--- src/rtl/simple_uart_if.sv ---
// simple_uart_if
//   Register-bus bundle between the SoC bus master and the UART.
//   Divider register: reg_div_we (byte enables), reg_div_di (write data),
//   reg_div_do (current value).
//   Data register: reg_dat_we (write strobe, starts a transmit),
//   reg_dat_re (read strobe, consumes the received byte),
//   reg_dat_di (transmit byte in [7:0]), reg_dat_do (received byte or all-ones),
//   reg_dat_wait (stall for a write the transmitter cannot take yet).
//   master: the bus side that issues accesses; slave: the UART itself.
interface simple_uart_if;
  logic [3:0]  reg_div_we;
  logic [31:0] reg_div_di;
  logic [31:0] reg_div_do;
  logic        reg_dat_we;
  logic        reg_dat_re;
  logic [31:0] reg_dat_di;
  logic [31:0] reg_dat_do;
  logic        reg_dat_wait;

  modport master (
    output reg_div_we, reg_div_di, reg_dat_we, reg_dat_re, reg_dat_di,
    input  reg_div_do, reg_dat_do, reg_dat_wait
  );

  modport slave (
    input  reg_div_we, reg_div_di, reg_dat_we, reg_dat_re, reg_dat_di,
    output reg_div_do, reg_dat_do, reg_dat_wait
  );
endinterface

--- src/rtl/simple_uart.sv ---
// simple_uart
//   Memory-mapped 8N1 UART with a programmable baud divider, a one-byte
//   transmit shift path and a one-byte receive buffer.
//   Ports:
//     clk    - system clock, all state changes on the rising edge
//     reset  - asynchronous, active-high reset
//     ser_tx - serial transmit line, idles high
//     ser_rx - serial receive line, already synchronised outside
//     bus    - register bus (divider register and data register)
//   Parameter DEFAULT_DIV is the divider reset value in clock cycles per bit.
module simple_uart #(
  parameter int unsigned DEFAULT_DIV = 217
) (
  input  logic         clk,
  input  logic         reset,
  output logic         ser_tx,
  input  logic         ser_rx,
  simple_uart_if.slave bus
);

  typedef enum logic [1:0] {RX_IDLE, RX_START, RX_DATA, RX_STOP} rx_state_t;

  logic [31:0] cfg_div;
  logic [31:0] bit_period;
  logic [31:0] half_period;

  logic [9:0]  tx_pattern;
  logic [3:0]  tx_bits;
  logic [31:0] tx_cnt;
  logic        tx_dummy;
  logic        tx_busy;

  rx_state_t   rx_state, rx_state_next;
  logic [31:0] rx_cnt, rx_cnt_next;
  logic [2:0]  rx_bits, rx_bits_next;
  logic [7:0]  rx_shift, rx_shift_next;
  logic [7:0]  rx_data, rx_data_next;
  logic        rx_valid, rx_valid_next;

  // Very small dividers would leave the receiver no room to find the bit
  // centre, so the bit period never drops below four cycles.
  assign bit_period  = (cfg_div < 32'd4) ? 32'd4 : cfg_div;
  assign half_period = bit_period >> 1;

  assign bus.reg_div_do   = cfg_div;
  assign bus.reg_dat_do   = rx_valid ? {24'h0, rx_data} : 32'hFFFF_FFFF;
  assign tx_busy          = (tx_bits != 4'd0) || tx_dummy;
  assign bus.reg_dat_wait = bus.reg_dat_we & tx_busy;
  assign ser_tx           = tx_pattern[0];

  // Divider register with independent byte lanes.
  always_ff @(posedge clk or posedge reset) begin
    if (reset) begin
      cfg_div <= 32'(DEFAULT_DIV);
    end else begin
      for (int i = 0; i < 4; i++) begin
        if (bus.reg_div_we[i]) cfg_div[8*i +: 8] <= bus.reg_div_di[8*i +: 8];
      end
    end
  end

  // Transmit path. A pending dummy frame (15 idle-high bits) wins over a new
  // byte so the far end sees a clean idle gap after reset or a baud change.
  // The divider-write re-arm sits last so it survives a dummy load that
  // happens in the same cycle.
  always_ff @(posedge clk or posedge reset) begin
    if (reset) begin
      tx_pattern <= '1;
      tx_bits    <= 4'd0;
      tx_cnt     <= 32'd0;
      tx_dummy   <= 1'b1;
    end else begin
      if ((tx_bits == 4'd0) && tx_dummy) begin
        tx_pattern <= '1;
        tx_bits    <= 4'd15;
        tx_cnt     <= 32'd0;
        tx_dummy   <= 1'b0;
      end else if (bus.reg_dat_we && !tx_busy) begin
        tx_pattern <= {1'b1, bus.reg_dat_di[7:0], 1'b0};
        tx_bits    <= 4'd10;
        tx_cnt     <= 32'd0;
      end else if (tx_bits != 4'd0) begin
        // >= rather than == so shrinking the divider mid-bit cannot strand the counter.
        if (tx_cnt >= bit_period - 32'd1) begin
          tx_pattern <= {1'b1, tx_pattern[9:1]};
          tx_bits    <= tx_bits - 4'd1;
          tx_cnt     <= 32'd0;
        end else begin
          tx_cnt <= tx_cnt + 32'd1;
        end
      end
      if (bus.reg_div_we != 4'h0) tx_dummy <= 1'b1;
    end
  end

  // Receive state register.
  always_ff @(posedge clk or posedge reset) begin
    if (reset) begin
      rx_state <= RX_IDLE;
      rx_cnt   <= 32'd0;
      rx_bits  <= 3'd0;
      rx_shift <= 8'h00;
      rx_data  <= 8'h00;
      rx_valid <= 1'b0;
    end else begin
      rx_state <= rx_state_next;
      rx_cnt   <= rx_cnt_next;
      rx_bits  <= rx_bits_next;
      rx_shift <= rx_shift_next;
      rx_data  <= rx_data_next;
      rx_valid <= rx_valid_next;
    end
  end

  // Receive next-state logic. The start bit is confirmed half a period after
  // the falling edge; every later sample is a whole period apart, which lands
  // each one near the centre of its bit. A byte that completes in the same
  // cycle as a read strobe must stay valid, so the landing update comes after
  // the read clear.
  always_comb begin
    rx_state_next = rx_state;
    rx_cnt_next   = rx_cnt + 32'd1;
    rx_bits_next  = rx_bits;
    rx_shift_next = rx_shift;
    rx_data_next  = rx_data;
    rx_valid_next = rx_valid;
    if (bus.reg_dat_re) rx_valid_next = 1'b0;
    case (rx_state)
      RX_IDLE: begin
        rx_cnt_next = 32'd0;
        if (!ser_rx) rx_state_next = RX_START;
      end
      RX_START: begin
        if (rx_cnt >= half_period - 32'd1) begin
          rx_cnt_next   = 32'd0;
          rx_bits_next  = 3'd0;
          rx_state_next = ser_rx ? RX_IDLE : RX_DATA;
        end
      end
      RX_DATA: begin
        if (rx_cnt >= bit_period - 32'd1) begin
          rx_cnt_next   = 32'd0;
          rx_shift_next = {ser_rx, rx_shift[7:1]};
          rx_bits_next  = rx_bits + 3'd1;
          if (rx_bits == 3'd7) rx_state_next = RX_STOP;
        end
      end
      RX_STOP: begin
        if (rx_cnt >= bit_period - 32'd1) begin
          rx_cnt_next   = 32'd0;
          rx_state_next = RX_IDLE;
          if (ser_rx) begin
            rx_data_next  = rx_shift;
            rx_valid_next = 1'b1;
          end
        end
      end
      default: rx_state_next = RX_IDLE;
    endcase
  end

endmodule

--- src/flat_wrapper.sv ---
// flat-port wrapper written by rule: the top's interface ports become plain ports
module simple_uart_flat 
#(
  parameter int unsigned DEFAULT_DIV = 217
)
  (clk, reset, ser_tx, ser_rx, bus_reg_div_we, bus_reg_div_di, bus_reg_dat_we, bus_reg_dat_re, bus_reg_dat_di, bus_reg_div_do, bus_reg_dat_do, bus_reg_dat_wait);
  simple_uart_if bus_i ();
  input  logic clk;
  input  logic reset;
  output logic ser_tx;
  input  logic ser_rx;
  input wire logic [$bits(bus_i.reg_div_we)-1:0] bus_reg_div_we;
  input wire logic [$bits(bus_i.reg_div_di)-1:0] bus_reg_div_di;
  input wire logic [$bits(bus_i.reg_dat_we)-1:0] bus_reg_dat_we;
  input wire logic [$bits(bus_i.reg_dat_re)-1:0] bus_reg_dat_re;
  input wire logic [$bits(bus_i.reg_dat_di)-1:0] bus_reg_dat_di;
  output wire logic [$bits(bus_i.reg_div_do)-1:0] bus_reg_div_do;
  output wire logic [$bits(bus_i.reg_dat_do)-1:0] bus_reg_dat_do;
  output wire logic [$bits(bus_i.reg_dat_wait)-1:0] bus_reg_dat_wait;
  assign bus_i.reg_div_we = bus_reg_div_we;
  assign bus_i.reg_div_di = bus_reg_div_di;
  assign bus_i.reg_dat_we = bus_reg_dat_we;
  assign bus_i.reg_dat_re = bus_reg_dat_re;
  assign bus_i.reg_dat_di = bus_reg_dat_di;
  assign bus_reg_div_do = bus_i.reg_div_do;
  assign bus_reg_dat_do = bus_i.reg_dat_do;
  assign bus_reg_dat_wait = bus_i.reg_dat_wait;
  simple_uart #(.DEFAULT_DIV(DEFAULT_DIV)) u_core (.clk(clk), .reset(reset), .ser_tx(ser_tx), .ser_rx(ser_rx), .bus(bus_i));
endmodule
--- config.mk ---
export PLATFORM = sky130hd
export DESIGN_NAME = simple_uart_flat
export DESIGN_NICKNAME = d
export VERILOG_FILES = /design/src/rtl/simple_uart_if.sv /design/src/rtl/simple_uart.sv /design/src/flat_wrapper.sv
export SDC_FILE = /design/constraint.sdc
export NUM_CORES = 1
export LEC_CHECK = 0
export ABC_CLOCK_PERIOD_IN_PS = 10900
export CAP_MARGIN = 25
export CORE_ASPECT_RATIO = 1.75
export CORE_MARGIN = 3
export CORE_UTILIZATION = 50
export CTS_BUF_LIST = sky130_fd_sc_hd__clkbuf_8
export DETAILED_ROUTE_END_ITERATION = 7
export PLACE_DENSITY_LB_ADDON = 0.3
export REMOVE_ABC_BUFFERS = 1
export SYNTH_ARGS = -nofsm -noshare
export SYNTH_HDL_FRONTEND = slang
export SYNTH_SLANG_ARGS = --single-unit
--- constraint.sdc ---
create_clock -name clk -period 10.9 [get_ports clk]
set_input_delay 1.09 -clock clk [delete_from_list [all_inputs] [get_ports clk]]
set_output_delay 1.09 -clock clk [all_outputs]
set_load 0.005 [all_outputs]
== Yosys cells after proc, flatten, opt, wreduce, memory -nomap -nowiden ==
Cells that the tools add are included.
Cells by class
  add/sub/neg operators: 6
  order comparisons: 4
  equal/unequal tests: 9
  multiplexer cells: 33
  bitwise logic cells: 1
  reduce and logical (&&, ||, !) cells: 18
Operators by type and width (number)
  $mux W32: 8
  $ge A32 B32 Y1: 3
  $pmux W32 S3: 1
  $add A32 B1 Y32 const B: 2
  $mux W10: 4
  $lt A32 B3 Y1 const B: 1
  $sub A31 B1 Y32 const B: 1
  $sub A32 B1 Y32 const B: 1
  $mux W4: 4
  $mux W2: 6
  $ne A2 B1 Y1 const B: 4
  $pmux W2 S4: 1
  $reduce_bool A4 Y1: 2
  $mux W1: 6
  $mux W3: 2
  $pmux W3 S2: 1
  $reduce_and A3 Y1: 2
  $reduce_bool A3 Y1: 2
  $reduce_and A5 Y1: 1
  $eq A2 B2 Y1 const B: 2
  $logic_not A4 Y1: 1
  $reduce_and A2 Y1: 2
  $reduce_bool A2 Y1: 2
  $sub A4 B1 Y4 const B: 1
  other kinds (10): 11
Storage, ports and cells
  flip-flop bits (word level): 133
  input bits: 73
  output and inout port bits: 66
  logic and storage cells: 85

== Depth between registers and ports, before layout ==
  word-level depth: 8
  gate-level depth with buffers: 26
  gate-level depth less buffers: 23

== Worst setup path after synthesis ==
OpenSTA, ideal clock, no wires.
  path kind: register to register
  start: register u_core.cfg_div[20], in the netlist u_core.bus.reg_div_do[20]
  end: register u_core.tx_cnt[18]
  library setup time: 0.126 ns
  arrival time: 6.033 ns
  required time: 10.774 ns
  path slack: 4.741 ns
  stages on the path, launching flop included: 25
  buffers on the path: 2
  period minus slack after synthesis: 6.159 ns
  path through: dfrtp_1 -> or4_4 -> nor4_4 -> and2_1 -> nand2_1 -> nand2_1 -> ha_1 -> nor3b_1 -> and2_1 -> nand2_1 -> or3_1 -> or3_1 -> nor4_1 -> xnor2_1 -> ha_1 -> nand4_1 -> nor4_1 -> and3_1 -> nand3_1 -> a21o_1 -> a2111oi_4 -> nor3b_2 -> buf_4 -> buf_4 -> a221o_1
Between the ends
  cells in the longest elaborated chain, start to end: 8
RTL lines
  start: declaration: line simple_uart.sv:23  | logic [31:0] cfg_div;
  start signal: assignment: line simple_uart.sv:54  | cfg_div <= 32'(DEFAULT_DIV);
  start signal: indexed assignment: line simple_uart.sv:57  | if (bus.reg_div_we[i]) cfg_div[8*i +: 8] <= bus.reg_div_di[8*i +: 8];
  $lt A32 B3 Y1: line simple_uart.sv:42  | assign bit_period = (cfg_div < 32'd4) ? 32'd4 : cfg_div;
  $mux W32 (*): line simple_uart.sv:42
  $sub A32 B1 Y32 (*): line simple_uart.sv:84  | if (tx_cnt >= bit_period - 32'd1) begin
  $ge A32 B32 Y1 (*): line simple_uart.sv:84
  $mux W32 (*): line simple_uart.sv:84
  $mux W32 (*): line simple_uart.sv:82  | end else if (tx_bits != 4'd0) begin
  $mux W32 (*): line simple_uart.sv:78  | end else if (bus.reg_dat_we && !tx_busy) begin
  $mux W32 (*): line simple_uart.sv:73  | if ((tx_bits == 4'd0) && tx_dummy) begin
  end signal: assignment: line simple_uart.sv:89  | tx_cnt <= tx_cnt + 32'd1;
  end: declaration: line simple_uart.sv:29  | logic [31:0] tx_cnt;
Mark *: on every way between the ends. The rest lies on a longest branch, timed or not. The select of a mux whose other input is x is not followed.
A chain may end at the register's enable or synchronous reset.

== Worst setup path in the final report ==
  start: register u_core.cfg_div[18], in the netlist u_core.bus.reg_div_do[18]
  end: register u_core.tx_pattern[2]
Between the ends
  cells in the longest elaborated chain, start to end: 6
RTL lines
  $lt A32 B3 Y1: line simple_uart.sv:42
  $mux W32 (*): line simple_uart.sv:42
  $sub A32 B1 Y32 (*): line simple_uart.sv:84
  $ge A32 B32 Y1 (*): line simple_uart.sv:84
  $reduce_bool A3 Y1 (no source line) (*)
  $reduce_and A2 Y1 (no source line) (*)
  end signal: assignment: line simple_uart.sv:79  | tx_pattern <= {1'b1, bus.reg_dat_di[7:0], 1'b0};
  end signal: assignment: line simple_uart.sv:85  | tx_pattern <= {1'b1, tx_pattern[9:1]};
  end: declaration: line simple_uart.sv:27  | logic [9:0] tx_pattern;
Mark *: on every way between the ends. The rest lies on a longest branch, timed or not.

==> results by stage <==
Detailed routing:
- Dividing the detail-routed via count by the number of cells gives 5.86.
- Before antenna repair, the detailed router went through 4 iterations.
- The routed wire length per instance is 17.4 microns.
- After detailed routing, the number of remaining DRC violations is 0.
- After the first detailed-routing iteration, the DRC count stood at 345.
- The number of nets still failing antenna checks after routing is 0.
- The final route contains 8069 vias.
- The final wirelength is 23900 microns.

Synthesis:
- For this run, the leading register cell type out of synthesis is sky130_fd_sc_hd__dfrtp_1.
- The average footprint of a synthesized cell is 9.22 sq um.
- sky130_fd_sc_hd__dfrtp_1 is the most common cell in the netlist.
- The fraction of registers with async set/reset is 100%.
- The number of warning messages in the yosys log is 0.
- The combinational family with the most area after synthesis is simple AND/OR/NAND/NOR gates.
- Of the total synthesized cell area, the portion taken by XOR and XNOR cells is 8.39%.
- In the synthesized netlist, the cells that appear most often are 117 x sky130_fd_sc_hd__dfrtp_1, 105 x sky130_fd_sc_hd__nor2_1, 100 x sky130_fd_sc_hd__ha_1.
- The adder-cell share of the synthesized area is 13.0%.
- The count of state elements after synthesis is 132.
- Counting flops with a built-in enable in the synthesized netlist gives 0.
- The number of different library cells in the post-synthesis netlist is 70.
- For this run, the register share of the synthesized area comes to 34.2%.
- The mux cell area share after synthesis is 7.11%.
- The cell count after synthesis is 1053.
- The synthesized netlist devotes 12.0% of its cell area to compound gates.
- The share of synthesized area in the top cell type comes to 30.2%.
- In this run the cell area of the synthesized design comes to 0.00971 sq mm.
- By area the synthesized netlist is led by sky130_fd_sc_hd__dfrtp_1 30%, sky130_fd_sc_hd__ha_1 13%, sky130_fd_sc_hd__mux2_2 4.6%, sky130_fd_sc_hd__xnor2_1 4.6%, sky130_fd_sc_hd__dfstp_2 4.1%.
- The simple logic cell fraction of the synthesized area is 20.5%.
- The leading area contributor after synthesis is sky130_fd_sc_hd__dfrtp_1.

Worst setup path:
- The worst setup path is launched from a flip-flop.
- The worst setup path is of the flip-flop to flip-flop kind.
- The endpoint arrival time on the critical path is 7.96 ns.
- For this run, the slowest stage of the critical path takes 0.59 ns.
- STA classifies the critical path endpoint as a flip-flop.
- The critical-path cell with the highest stage delay is sky130_fd_sc_hd__or4_4.
- The largest driver fanout on the critical path is 56.
- For the worst setup path, the data required time is 11.30 ns.
- The critical path goes through or4_4, nor4_4, and2_1, nand2_1, nand2_1, ha_1, nor3b_1, and2_1, nand2_1, or3_1, or3_1, nor4_1, xnor2_1, ha_1, nand4_1, nor4_1, and3_1, nand3_1, a21o_1, a2111oi_4, nor3b_4, buf_4, or2_1, o21ai_1.
- Counting stages on the worst path, the most repeated cell is sky130_fd_sc_hd__nand2_1.

Power:
- For this design the static power due to leakage is 4.88 nW.
- IR analysis of the VDD net gives a maximum drop of 0.0822 mV.
- Power spread over the standard cell area amounts to 130 mW/mm^2.

Clock network:
- The level count of the clock H-tree is 4.
- The clock net in this run drives a total of 132 sinks.
- The quantity of gates resized following cts is 0.
- No sink is reached through more buffers than the 2 on the longest clock path.
- In this run, post-CTS hold repair placed 0 buffers.
- The insertion delay to the later sink of the worst-skew pair is 0.47 ns.
- The number of setup buffers added after CTS is 0.
- The clock transition at the register clock pins on the worst setup and hold paths after CTS is 0.08 ns.
- The clock root buffer is sky130_fd_sc_hd__clkbuf_8.
- TritonCTS created 17 clock buffers.
- TritonCTS built the clock tree.

Hold path:
- The worst hold path belongs to the class flip-flop to flip-flop.

Run status:
- The run finished with clean final reports.

Timing:
- In this run the tightest slew margin relative to its limit is 43.9%.
- The final worst clock skew is 0.0136 ns.
- Setup repair after global routing left no endpoint under its margin.
- The final period utilization is 69.4%.
- The number of endpoints with negative hold slack in the final report came to 0.
- The post-route setup TNS is 0 ns.
- The count of final max-slew check failures is 0.
- The final-report setup violation count is 0.
- For this run, the top clock speed supported by timing is 132 MHz.
- For the pin with the worst max-slew slack, the measured transition is 0.820 ns.
- After layout, the minimum clock period comes to 7.56 ns.

Final layout:
- The number of antenna diodes in the final layout is 0.
- The post-route netlist has 9.83% of its cells at a drive strength greater than 1.
- For this run, the number of standard cells in the final layout without fillers is 1377.
- The synthesis-to-layout area growth is 15.4%.
- The net count of the finished layout is 1299.

Die:
- In this run the vertical extent of the chip is 190 microns.
- After floorplanning, the core was sized to cover 0.0188 sq mm.
- The die covers 0.0212 sq mm.
- Measured along the x axis, the die boundary spans 111 microns.
- The number of top-level design ports is 139.
- The initialized floorplan defines 66 standard-cell rows.
- The starting density of the core is 51.6%.

Job:
- The number of max-cap violations is 0.

Global routing:
- The largest net degree at the start of global routing is 76.
- The via count of the first global-routing pass was 8199.
- The total overflow left after global routing is 0.
- The number of antenna violations at the first check in global routing is 0.
- The total track usage is 23.2%.
- The first global-routing pass estimated 39500 microns of wire.

Placed design:
- The weighted congestion at the end of routability-driven global placement is 0.895.
- Detailed placement ended at an HPWL of 18500 microns.
- Input and output buffers added on the ports amount to 114.
- Including well taps, the total number of placed cells is 1343.
[sequential cells by signal, summed over array words and instances, names as in the netlist, named ones only]
name                   count
u_core.rx_cnt             32
u_core.tx_pattern          9
u_core.rx_valid            1
u_core.rx_bits             3
u_core.rx_state            1
u_core.rx_data             8
u_core.tx_dummy            1
u_core.tx_bits             4
u_core.tx_cnt             32
u_core.bus.reg_div_do     32
u_core.rx_shift            8
[logic make-up after synthesis]
logic type	count (synthesis)
AOI/OAI and AO/OA	178
muxes	60
buffers and inverters	93
xor gates and xnor gates	93
other	1
and+or+nand+nor	395
DFF	132
adders and majority gates	101
[report_power, final]
group / switching, mW / internal [mW]
Clock: 0.190 / 0.178
Combinational: 0.251 / 0.196
Sequential: 0.0814 / 0.559
[area by class of cell]
type                    count  area [sq um]
well taps                 238           298
fillers                  1669          7620
clock buffers              18           248
clock inverters            14          91.3
multi-input cells         828          5940
repair buffers            120          1210
flip-flops and latches    132          3320
inverters                  27           104
[per-stage QoR]
step	instance area (sq um)	setup WS [ns]	power, mW	hold slack [ns]	util [%]
6_report	11200	3.34	1.45	0.490	59.5
5_1_grt	11200	2.81	1.56	0.500	59.5
4_1_cts	11200	3.41	1.47	0.493	59.3
3_5_place_dp	10800	3.45	1.10	0.483	57.5
3_3_place_gp	10800	3.55	1.08	0.472	57.5
2_1_floorplan	9350	3.89	0.928	0.455	-
[routing by layer]
layer / wire length (microns) / up-vias / global-route usage [%]
met1: 8970 / 3873 / 23.7
met3: 960 / 70 / 4.73
li1: - / 3914 / -
met5: 0 / - / 0
met4: 1200 / 0 / 12.8
met2: 12800 / 212 / 43.7
[worst paths after layout]
kind / from / to / slack, ns / cells past startpoint
hold / removal: u_core.tx_pattern[0] / u_core.tx_pattern[0] / 0.49 / 1
max in group asynchronous: reset / u_core.rx_cnt[17] / 8.76 / 4
hold reg to reg: u_core.tx_pattern[0] / u_core.tx_pattern[0] / 0.49 / 1
setup / recovery: u_core.bus.reg_div_do[18] / u_core.tx_pattern[2] / 3.34 / 24
min in group asynchronous: reset / u_core.tx_bits[1] / 1.08 / 2
setup reg to reg: u_core.bus.reg_div_do[18] / u_core.tx_pattern[2] / 3.34 / 24
[placed cells by master (no fill, tap or decap), types with 14 or more instances in the layout]
master and n:
sky130_fd_sc_hd__nand4_1 19, sky130_fd_sc_hd__xnor2_1 51, sky130_fd_sc_hd__dfrtp_1 117, sky130_fd_sc_hd__or3_1 14
sky130_fd_sc_hd__o21ai_0 36, sky130_fd_sc_hd__clkdlybuf4s50_1 114, sky130_fd_sc_hd__clkbuf_8 18, sky130_fd_sc_hd__nand3_1 59
sky130_fd_sc_hd__inv_1 33, sky130_fd_sc_hd__a21o_1 18, sky130_fd_sc_hd__nor2_1 105, sky130_fd_sc_hd__ha_1 100
sky130_fd_sc_hd__and3_1 17, sky130_fd_sc_hd__nor4_1 17, sky130_fd_sc_hd__dfstp_2 15, sky130_fd_sc_hd__a21oi_1 44
sky130_fd_sc_hd__xor2_1 42, sky130_fd_sc_hd__nor3_1 25, sky130_fd_sc_hd__nand2_1 75, sky130_fd_sc_hd__mux2_2 40
[critical path, delay by kind of cell (launching register included)]
kind	cells	cell delay (ns)
AO/OA/AOI/OAI	3	0.82
XOR/XNOR	1	0.21
adder cells (fa/ha/maj)	2	0.59
buffers and inverters	1	0.31
flip-flops	1	0.56
AND/OR/NAND/NOR	17	4.97
Power figures use the tool's default switching activity.
